===== config.mk =====
export PLATFORM = sky130hd
export DESIGN_NAME = mem_arbiter
export DESIGN_NICKNAME = d
export VERILOG_FILES = /design/src/rtl/mem_arbiter.sv
export SDC_FILE = /design/constraint.sdc
export NUM_CORES = 1
export LEC_CHECK = 0
export BUFFER_PORTS_ARGS = -buffer_cell sky130_fd_sc_hd__buf_2
export CAP_MARGIN = 25
export CORE_ASPECT_RATIO = 0.7
export CORE_MARGIN = 2
export CORE_UTILIZATION = 47
export CTS_CLUSTER_DIAMETER = 60
export DETAILED_ROUTE_END_ITERATION = 8
export GPL_TIMING_DRIVEN = 1
export PLACE_DENSITY_LB_ADDON = 0.2
export SLEW_MARGIN = 20
export SYNTH_ARGS = -nofsm -noshare
export SYNTH_HDL_FRONTEND = slang
export SYNTH_SLANG_ARGS = --single-unit
export TNS_END_PERCENT = 1

===== constraint.sdc =====
create_clock -name clk -period 3.7 [get_ports clk]
set_input_delay 0.74 -clock clk [delete_from_list [all_inputs] [get_ports clk]]
set_output_delay 0.74 -clock clk [all_outputs]
set_load 0.03 [all_outputs]

===== src/rtl/mem_arbiter.sv =====
// mem_arbiter: shares one byte-wide RAM port between instruction fetch (IF)
// and the load/store stage (MEM). Each 8/16/32-bit access is sequenced as
// consecutive little-endian byte transfers. MEM has fixed priority over IF.
// Per-stage stall requests stay high until the matching done pulse.
module mem_arbiter #(
  parameter int RAM_AW = 17
) (
  input  logic              clk,
  input  logic              rst,
  // Instruction fetch side
  input  logic              if_req,
  input  logic [31:0]       if_addr,
  input  logic              if_flush,
  output logic [31:0]       if_inst,
  output logic              if_done,
  // Load/store side
  input  logic              mem_req,
  input  logic              mem_we,
  input  logic [31:0]       mem_addr,
  input  logic [1:0]        mem_width,
  input  logic [31:0]       mem_wdata,
  output logic [31:0]       mem_rdata,
  output logic              mem_done,
  // Byte-wide RAM port
  output logic [RAM_AW-1:0] ram_addr,
  output logic              ram_wr,
  output logic [7:0]        ram_dout,
  input  logic [7:0]        ram_din,
  // Stall requests to the stall controller
  output logic              stallreq_if,
  output logic              stallreq_mem
);

  typedef enum logic [2:0] {
    IDLE   = 3'd0,
    IF_RD  = 3'd1,
    MEM_RD = 3'd2,
    MEM_WR = 3'd3,
    DONE   = 3'd4
  } state_t;

  // Number of byte transfers for a width code; code 3 behaves as a word.
  function automatic logic [2:0] width_bytes(input logic [1:0] width);
    case (width)
      2'd0:    return 3'd1;
      2'd1:    return 3'd2;
      default: return 3'd4;
    endcase
  endfunction

  state_t            state_q, state_d;
  logic              owner_mem_q;   // 1: current transaction belongs to MEM
  logic [RAM_AW-1:0] base_q;        // latched base address, already truncated
  logic [31:0]       wdata_q;       // latched store data
  logic [2:0]        nbytes_q;      // transfer length of current transaction
  logic [2:0]        cnt_q;         // cycles spent in the current access state
  logic [31:0]       rd_buf_q;      // bytes gathered so far for a read

  logic [2:0]        cnt_next;
  logic [1:0]        cap_idx;
  logic [31:0]       rd_merged;
  logic [RAM_AW-1:0] next_addr;
  logic              accept_mem;
  logic              accept_if;
  logic              rd_end;
  logic              wr_end;

  // Address bits above the RAM window never reach the RAM; since the byte
  // offset is added modulo 2^32 and then truncated, adding in RAM_AW bits
  // gives the identical result.
  logic unused_addr_bits;
  assign unused_addr_bits = ^{if_addr[31:RAM_AW], mem_addr[31:RAM_AW]};

  assign cnt_next  = cnt_q + 3'd1;
  assign next_addr = base_q + RAM_AW'(cnt_next);

  // In a read state, cycle cnt (cnt >= 1) sees the byte addressed in cycle
  // cnt-1, so that byte lands in lane cnt-1.
  assign cap_idx   = cnt_q[1:0] - 2'd1;
  assign rd_merged = rd_buf_q | ({24'd0, ram_din} << {cap_idx, 3'b000});

  // Reads finish once the last byte has been captured; writes finish once
  // the last byte has been presented on the RAM port.
  assign rd_end = (cnt_q == nbytes_q);
  assign wr_end = (cnt_next == nbytes_q);

  // Requests are only sampled in IDLE; MEM wins, and a flush vetoes IF.
  assign accept_mem = (state_q == IDLE) && mem_req;
  assign accept_if  = (state_q == IDLE) && !mem_req && if_req && !if_flush;

  assign if_done      = (state_q == DONE) && !owner_mem_q;
  assign mem_done     = (state_q == DONE) &&  owner_mem_q;
  assign stallreq_if  = if_req  && !if_done;
  assign stallreq_mem = mem_req && !mem_done;

  // State register.
  always_ff @(posedge clk) begin
    // NOTE: sequential state uses non-blocking assignments so every register
    // samples pre-edge values regardless of block ordering.
    if (rst) state_q <= IDLE;
    else     state_q <= state_d;
  end

  // Next-state logic.
  always_comb begin
    // NOTE: default assigned first so no path leaves state_d unassigned,
    // which would otherwise infer a latch.
    state_d = state_q;
    unique case (state_q)
      IDLE: begin
        if (accept_mem)     state_d = mem_we ? MEM_WR : MEM_RD;
        else if (accept_if) state_d = IF_RD;
      end
      IF_RD: begin
        if (if_flush)    state_d = IDLE;
        else if (rd_end) state_d = DONE;
      end
      MEM_RD: begin
        if (rd_end) state_d = DONE;
      end
      MEM_WR: begin
        if (wr_end) state_d = DONE;
      end
      DONE:    state_d = IDLE;
      default: state_d = IDLE;
    endcase
  end

  // Transaction latching, RAM port sequencing and read-data assembly.
  always_ff @(posedge clk) begin
    if (rst) begin
      owner_mem_q <= 1'b0;
      base_q      <= '0;
      wdata_q     <= '0;
      nbytes_q    <= '0;
      cnt_q       <= '0;
      rd_buf_q    <= '0;
      ram_addr    <= '0;
      ram_wr      <= 1'b0;
      ram_dout    <= '0;
      if_inst     <= '0;
      mem_rdata   <= '0;
    end else begin
      // The write strobe is only raised inside the store byte-issue window.
      ram_wr <= 1'b0;
      unique case (state_q)
        IDLE: begin
          if (accept_mem) begin
            owner_mem_q <= 1'b1;
            base_q      <= mem_addr[RAM_AW-1:0];
            wdata_q     <= mem_wdata;
            nbytes_q    <= width_bytes(mem_width);
            cnt_q       <= '0;
            rd_buf_q    <= '0;
            ram_addr    <= mem_addr[RAM_AW-1:0];
            if (mem_we) begin
              ram_wr   <= 1'b1;
              ram_dout <= mem_wdata[7:0];
            end
          end else if (accept_if) begin
            owner_mem_q <= 1'b0;
            base_q      <= if_addr[RAM_AW-1:0];
            nbytes_q    <= 3'd4;
            cnt_q       <= '0;
            rd_buf_q    <= '0;
            ram_addr    <= if_addr[RAM_AW-1:0];
          end
        end
        IF_RD, MEM_RD: begin
          // A flushed fetch is dropped; partial bytes are discarded because
          // rd_buf_q is cleared at the next acceptance.
          if (!(state_q == IF_RD && if_flush)) begin
            cnt_q <= cnt_next;
            if (cnt_next < nbytes_q) ram_addr <= next_addr;
            if (cnt_q != 3'd0)       rd_buf_q <= rd_merged;
            if (rd_end) begin
              if (owner_mem_q) mem_rdata <= rd_merged;
              else             if_inst   <= rd_merged;
            end
          end
        end
        MEM_WR: begin
          cnt_q <= cnt_next;
          if (!wr_end) begin
            ram_addr <= next_addr;
            ram_wr   <= 1'b1;
            ram_dout <= wdata_q[{cnt_next[1:0], 3'b000} +: 8];
          end
        end
        default: ;
      endcase
    end
  end

endmodule


==> metrics.csv, run 1 <==
metric,value,unit
status,"complete, no violations",
Rel. slew slack,42.6,%
DRC,0,
post-cts resize count,0,
Starting Density,48.3,%
Post-CTS Hold Buffers,0,
Synth cell types,55,
CTS max path bufs,2,
Netlist Area Pre-Place,7910,sq um
most frequent cells in the layout,"dfxtp_1 (181), buf_2 (174), nor2_1 (139), a21oi_1 (121), nand2_1 (104)",
"Max FO, Critical Path",7,
Final Worst Setup Slack,0.419,ns
Area after DPL,8830,sq um
"critical path, cell by cell","inv_1, ha_1, inv_1, fa_1, nor2b_1, o2111ai_1, mux2i_1, or4_1, a21oi_1",
CP startpoint,cnt_q[0],
WL final,21000,um
Synth area leader,dfxtp_1,
initial antenna violation count,1,
GRT overflow,0,
row count,39,
Comb pwr share,43.9,%
Pwr per Cell Area,877,nW/um^2
Worst Setup Start Kind,flop,
WL per Instance,16.6,um
placed cells,1230,
worst-path cell with the longest stage delay,or4_1,
Synth Area per Inst,8.88,sq um
fin crit period,3.28,ns
H-tree levels,4,
Core Area,16400,sq um
Fin. Hold Viols,0,
"non-filler cells, final",1262,
initial drt markers,557,
"Net Count, Synth",1013,
RSZ-0062 raised after global routing,no,
"commonest non-fill, non-tap cell in the layout",dfxtp_1,
chip height,113,um
I/O pin count,206,
Critical Path End Type,flop,
top_reg_cell synth,dfxtp_1,
register area share after synthesis,45.8,%
post-route ant nets,0,
DP Wirelength,14400,um
Design Power,8.26,mW
DR pass1 iterations,5,
design internal power,4.68,mW
number of synthesized flops with an enable pin,0,
Worst EP required,4.06,ns
r2r startpoint,cnt_q[0],
largest net degree at the start of global routing,106,
Post-CTS Setup Bufs,0,
Area contributors post-synth,"dfxtp_1 (46%), a21oi_1 (7.7%), nor2_1 (6.6%)",
Worst Tran Pin Value,0.860,ns
PortBufs,175,
post-route setup TNS,0,ns
post-synth top area share,45.8,%
pre-CTS WS,0.484,ns
Peak VDD IR,0.374,mV
switching pwr,3.58,mW
"Clk Latency, worst-skew pair",0.43,ns
skew final,0.0122,ns
Final setup violation count,0,
Syn-to-layout area delta,19.1,%
Hold Slack,0.453,ns
critical path's largest stage delay,0.56,ns
P_leak,3.77,nW
Worst-path clk slew,0.07,ns
share of cells above drive strength 1,25.6,%
Tot GR Track Use,23.7,%
#FFs+latches synth,181,
Max Cap Viol,0,
first-pass GRT wire length,33600,um
Min-Delay Path Class,reg -> reg,
fmax,305,MHz
Chip Width,159,um
multi-input logic area,3890,sq um
GP Congestion,0.895,
# diodes,0,
filler instances,1557,
CTS root buf,clkbuf_16,
Async SR Flop Fraction,0,%
CTS sink cnt,181,
via count,6895,
Via density,5.46,
post-synthesis cell count,891,
Seq pwr share,33.9,%
worst hold start,wdata_q[3],
post-layout util,57.5,%
CTS tree,built,
FF/Latch Area,3620,sq um
die area,17900,sq um
Net Sw Frac,43.4,%
Final nets,1146,
vias in the first global route,6262,
yosys warns,0,
final slew viol count,0,
Worst EP arrival,3.64,ns
Num CTS Buffers,17,
clock share of power,22.2,%
most frequent CP cell,inv_1,
critical path class,reg -> reg,
final cycle utilization of the critical path,88.7,%
post-route design area,9420,sq um
## flip-flops by register name, summed over array words and instances (netlist names)
signal,flops
owner_mem_q,1
mem_rdata,32
nbytes_q,3
cnt_q,3
state_q,3
ram_addr,17
wdata_q,32
ram_wr,1
ram_dout,8
base_q,17
if_inst,32
rd_buf_q,32
## power by group through the flow
stage | logic, mW | clock network [mW] | registers, mW
2_1_floorplan | 2.30 | 0 | 3.25
3_3_place_gp | 3.58 | 0 | 2.83
3_5_place_dp | 3.62 | 0 | 2.84
4_1_cts | 3.64 | 1.85 | 2.80
5_1_grt | 3.96 | 1.94 | 2.87
6_report | 3.63 | 1.83 | 2.80
## worst paths after layout
| path | to | slack (ns) | depth (start not counted) |
|---|---|---|---|
| hold reg to reg | wdata_q[3] | 0.45 | 2 |
| setup / recovery | ram_addr[14] | 0.42 | 9 |
| hold / removal | wdata_q[3] | 0.45 | 2 |
| setup reg to reg | ram_addr[14] | 0.42 | 9 |
## logic make-up (layout without fill, tap and decap cells)
group	count (synthesis)	in the layout	share of synthesized area [%]
and+or+nand+nor	297	297	17.0
AOI/OAI and AO/OA	277	277	24.2
DFF	181	181	45.8
buffers and inverters	85	231	5.17
muxes	26	26	4.55
xor gates and xnor gates	15	15	1.66
adders and majority gates	10	10	1.68
## critical path: cells and delay by family (launching register included)
family,cells,cell delay [ns]
buffers and inverters,2,0.38
AOI/OAI and AO/OA,2,0.33
adders and majority gates,2,0.83
muxes,1,0.14
DFF,1,0.53
and+or+nand+nor,2,1.00
## routing by layer
layer,wire (um),share of wire [%],GRT usage [%],up-vias
met3,1640,7.8,7.17,21
met5,16,0.076,0,-
met2,8340,40,32.8,218
met1,10700,51,35.5,3201
met4,231,1.1,5.88,2
li1,-,-,-,3453
## cell type report
class | count | area share [%]
clock buffer | 21 | 4.78
inverter | 11 | 0.438
timing repair buffer | 188 | 10.6
multi-input combinational | 625 | 41.2
sequential | 181 | 38.4
tap | 225 | 2.99
clock inverter | 11 | 1.49
## synthesized netlist by cell type, types with 4 or more instances
cell       number
a311oi_1        9
o21ai_0        19
mux4_2          8
ha_1            9
nor4_4          5
a211oi_2       28
inv_1          11
a211o_1         4
mux2i_1        18
buf_1          14
buf_2          18
nor3_1         11
dfxtp_1       181
buf_6           6
o22ai_1         5
xnor2_1         7
nor2_1        139
o2111ai_1      10
nand2_1       104
nand2b_1        5
xor2_1          8
nand3_1         6
o221ai_1        4
clkbuf_1       30
a2111oi_0       4
a211oi_1       55
buf_4           6
nand4_1         4
a21oi_1       121
(Power assumes the default switching activity.)
==> run 2: changes to the inputs <==
Clock period 3.7 ns to 2.8 ns, I/O delays scaled along.
==> run 2 against run 1 <==
Clock power up 40%. Largest cell class unchanged. Via count up 0.51%. Wire length up 1.7%. Critical path depth down 5. Core utilization up 1.4 points. Critical path type is now reg -> out. Flip-flop and latch count unchanged. Sequential power up 32%. Power up 36%.
==> metrics.csv, run 2 (synthesis gave the netlist of run 1 again) <==
metric,value,unit,change
post-route design area,9650,sq um,+2.4%
die area,17900,sq um,unchanged
Area after DPL,9000,sq um,+1.9%
multi-input logic area,3910,sq um,+0.55%
Chip Width,159,um,unchanged
Design Power,11.3,mW,+36%
Syn-to-layout area delta,21.9,%,
Worst Setup Start Kind,flop,,
P_leak,3.89,nW,+3.3%
Hold Slack,0.360,ns,-0.0934 ns
CTS root buf,clkbuf_16,,
GP Congestion,0.882,,-1.5%
Min-Delay Path Class,in -> reg,,
RSZ-0062 raised after global routing,no,,
Core Area,16400,sq um,unchanged
status,"complete, no violations",,
r2r endpoint,ram_addr[11],,
H-tree levels,4,,unchanged
vias in the first global route,6496,,+3.7%
Worst Tran Pin Value,0.884,ns,+0.0236 ns
Via density,5.41,,-0.91%
Final Worst Setup Slack,0.199,ns,-0.220 ns
Final setup violation count,0,,unchanged
I/O pin count,206,,unchanged
DRC,0,,unchanged
GRT overflow,0,,unchanged
Tot GR Track Use,24.2,%,+0.50 points
cells on worst reg2reg path,10,,+1
Worst-path clk slew,0.07,ns,about the same
largest net degree at the start of global routing,86,,-19%
"Clk Latency, worst-skew pair",0.43,ns,about the same
"Max FO, Critical Path",16,,+9
via count,6930,,+0.51%
Fin. Hold Viols,0,,unchanged
Max Cap Viol,0,,unchanged
FF/Latch Area,3620,sq um,unchanged
WL per Instance,16.7,um,+0.27%
initial drt markers,566,,+1.6%
final cycle utilization of the critical path,92.9,%,
CTS tree,built,,
most frequent cells in the layout,"dfxtp_1 (181), buf_2 (174), nor2_1 (139), a21oi_1 (121), nand2_1 (104)",,
skew final,0.0160,ns,+0.00382 ns
final slew viol count,0,,unchanged
"commonest non-fill, non-tap cell in the layout",dfxtp_1,,
Peak VDD IR,0.692,mV,+85%
Pwr per Cell Area,1170,nW/um^2,+33%
chip height,113,um,unchanged
post-route ant nets,0,,unchanged
worst hold path stage count,3,,+1
PortBufs,175,,unchanged
WL final,21300,um,+1.7%
Worst EP arrival,2.04,ns,-1.60 ns
Post-CTS Hold Buffers,0,,unchanged
Num CTS Buffers,17,,unchanged
r2r startpoint,cnt_q[0],,
filler instances,1547,,-0.64%
Starting Density,48.3,%,unchanged
pre-CTS WS,0.0915,ns,-0.392 ns
fin crit period,2.60,ns,
Final nets,1164,,+1.6%
# diodes,0,,unchanged
fmax,385,MHz,
Worst EP required,2.24,ns,-1.82 ns
CP startpoint,state_q[0],,
first-pass GRT wire length,34600,um,+2.9%
initial antenna violation count,0,,-1
DP Wirelength,14900,um,+3.6%
row count,39,,unchanged
Rel. slew slack,41.1,%,-1.6 points
critical path class,reg -> out,,
CTS sink cnt,181,,unchanged
CTS max path bufs,2,,unchanged
post-route setup TNS,0,ns,unchanged
CP endpoint,if_done,,
DR pass1 iterations,5,,unchanged
Critical Path End Type,output pin,,
share of cells above drive strength 1,27.8,%,+2.2 points
worst hold start,mem_wdata[25],,
Reg2Reg Setup Slack,0.21,ns,-0.21 ns
## run 2: what timing repair did
action                                  4_1_cts  5_1_grt
endpoints found under the setup margin        0        5
resized for setup                             0        5
buffers inserted                              0        0
## run 2: critical path: stages (launching register included)
cell and delay (ns):
dfxtp_1 0.50, nor2_1 0.43, nand2_1 0.09, nor2_1 0.30
buf_2 0.29
## run 2: area by class of cell
| type | instances | area share, % |
|---|---|---|
| flip-flops and latches | 181 | 37.6 |
| well taps | 225 | 2.92 |
| inverters | 11 | 0.428 |
| clock buffers | 17 | 4.41 |
| repair buffers | 206 | 12.0 |
| clock inverters | 15 | 2.15 |
| multi-input cells | 625 | 40.5 |
## run 2: per-stage QoR
stage                     std cells  utilization (%)
after floorplan                 891                -
after global placement         1248             54.9
after detailed placement       1248             54.9
after CTS                      1280             58.8
after global routing           1280             58.8
final                          1280             58.8
## run 2: power by group
part	switching, mW	leakage (nW)	internal, mW
logic	3.25	2.10	1.76
clock network	1.12	0.309	1.45
registers	0.478	1.48	3.22
## run 2: worst min-delay path by stage
stage	to	slack (ns)
5_1_grt	wdata_q[13]	0.36
2_1_floorplan	wdata_q[0]	0.43
4_1_cts	wdata_q[25]	0.34
3_5_place_dp	wdata_q[23]	0.44
3_3_place_gp	wdata_q[3]	0.44
6_report	wdata_q[25]	0.36
## run 2: per-layer routing
layer  wire length (um)  GRT usage (%)
met2               8840           34.2
met1              10600           36.3
met3               1610           6.17
met4                220           6.30
met5                  0              0
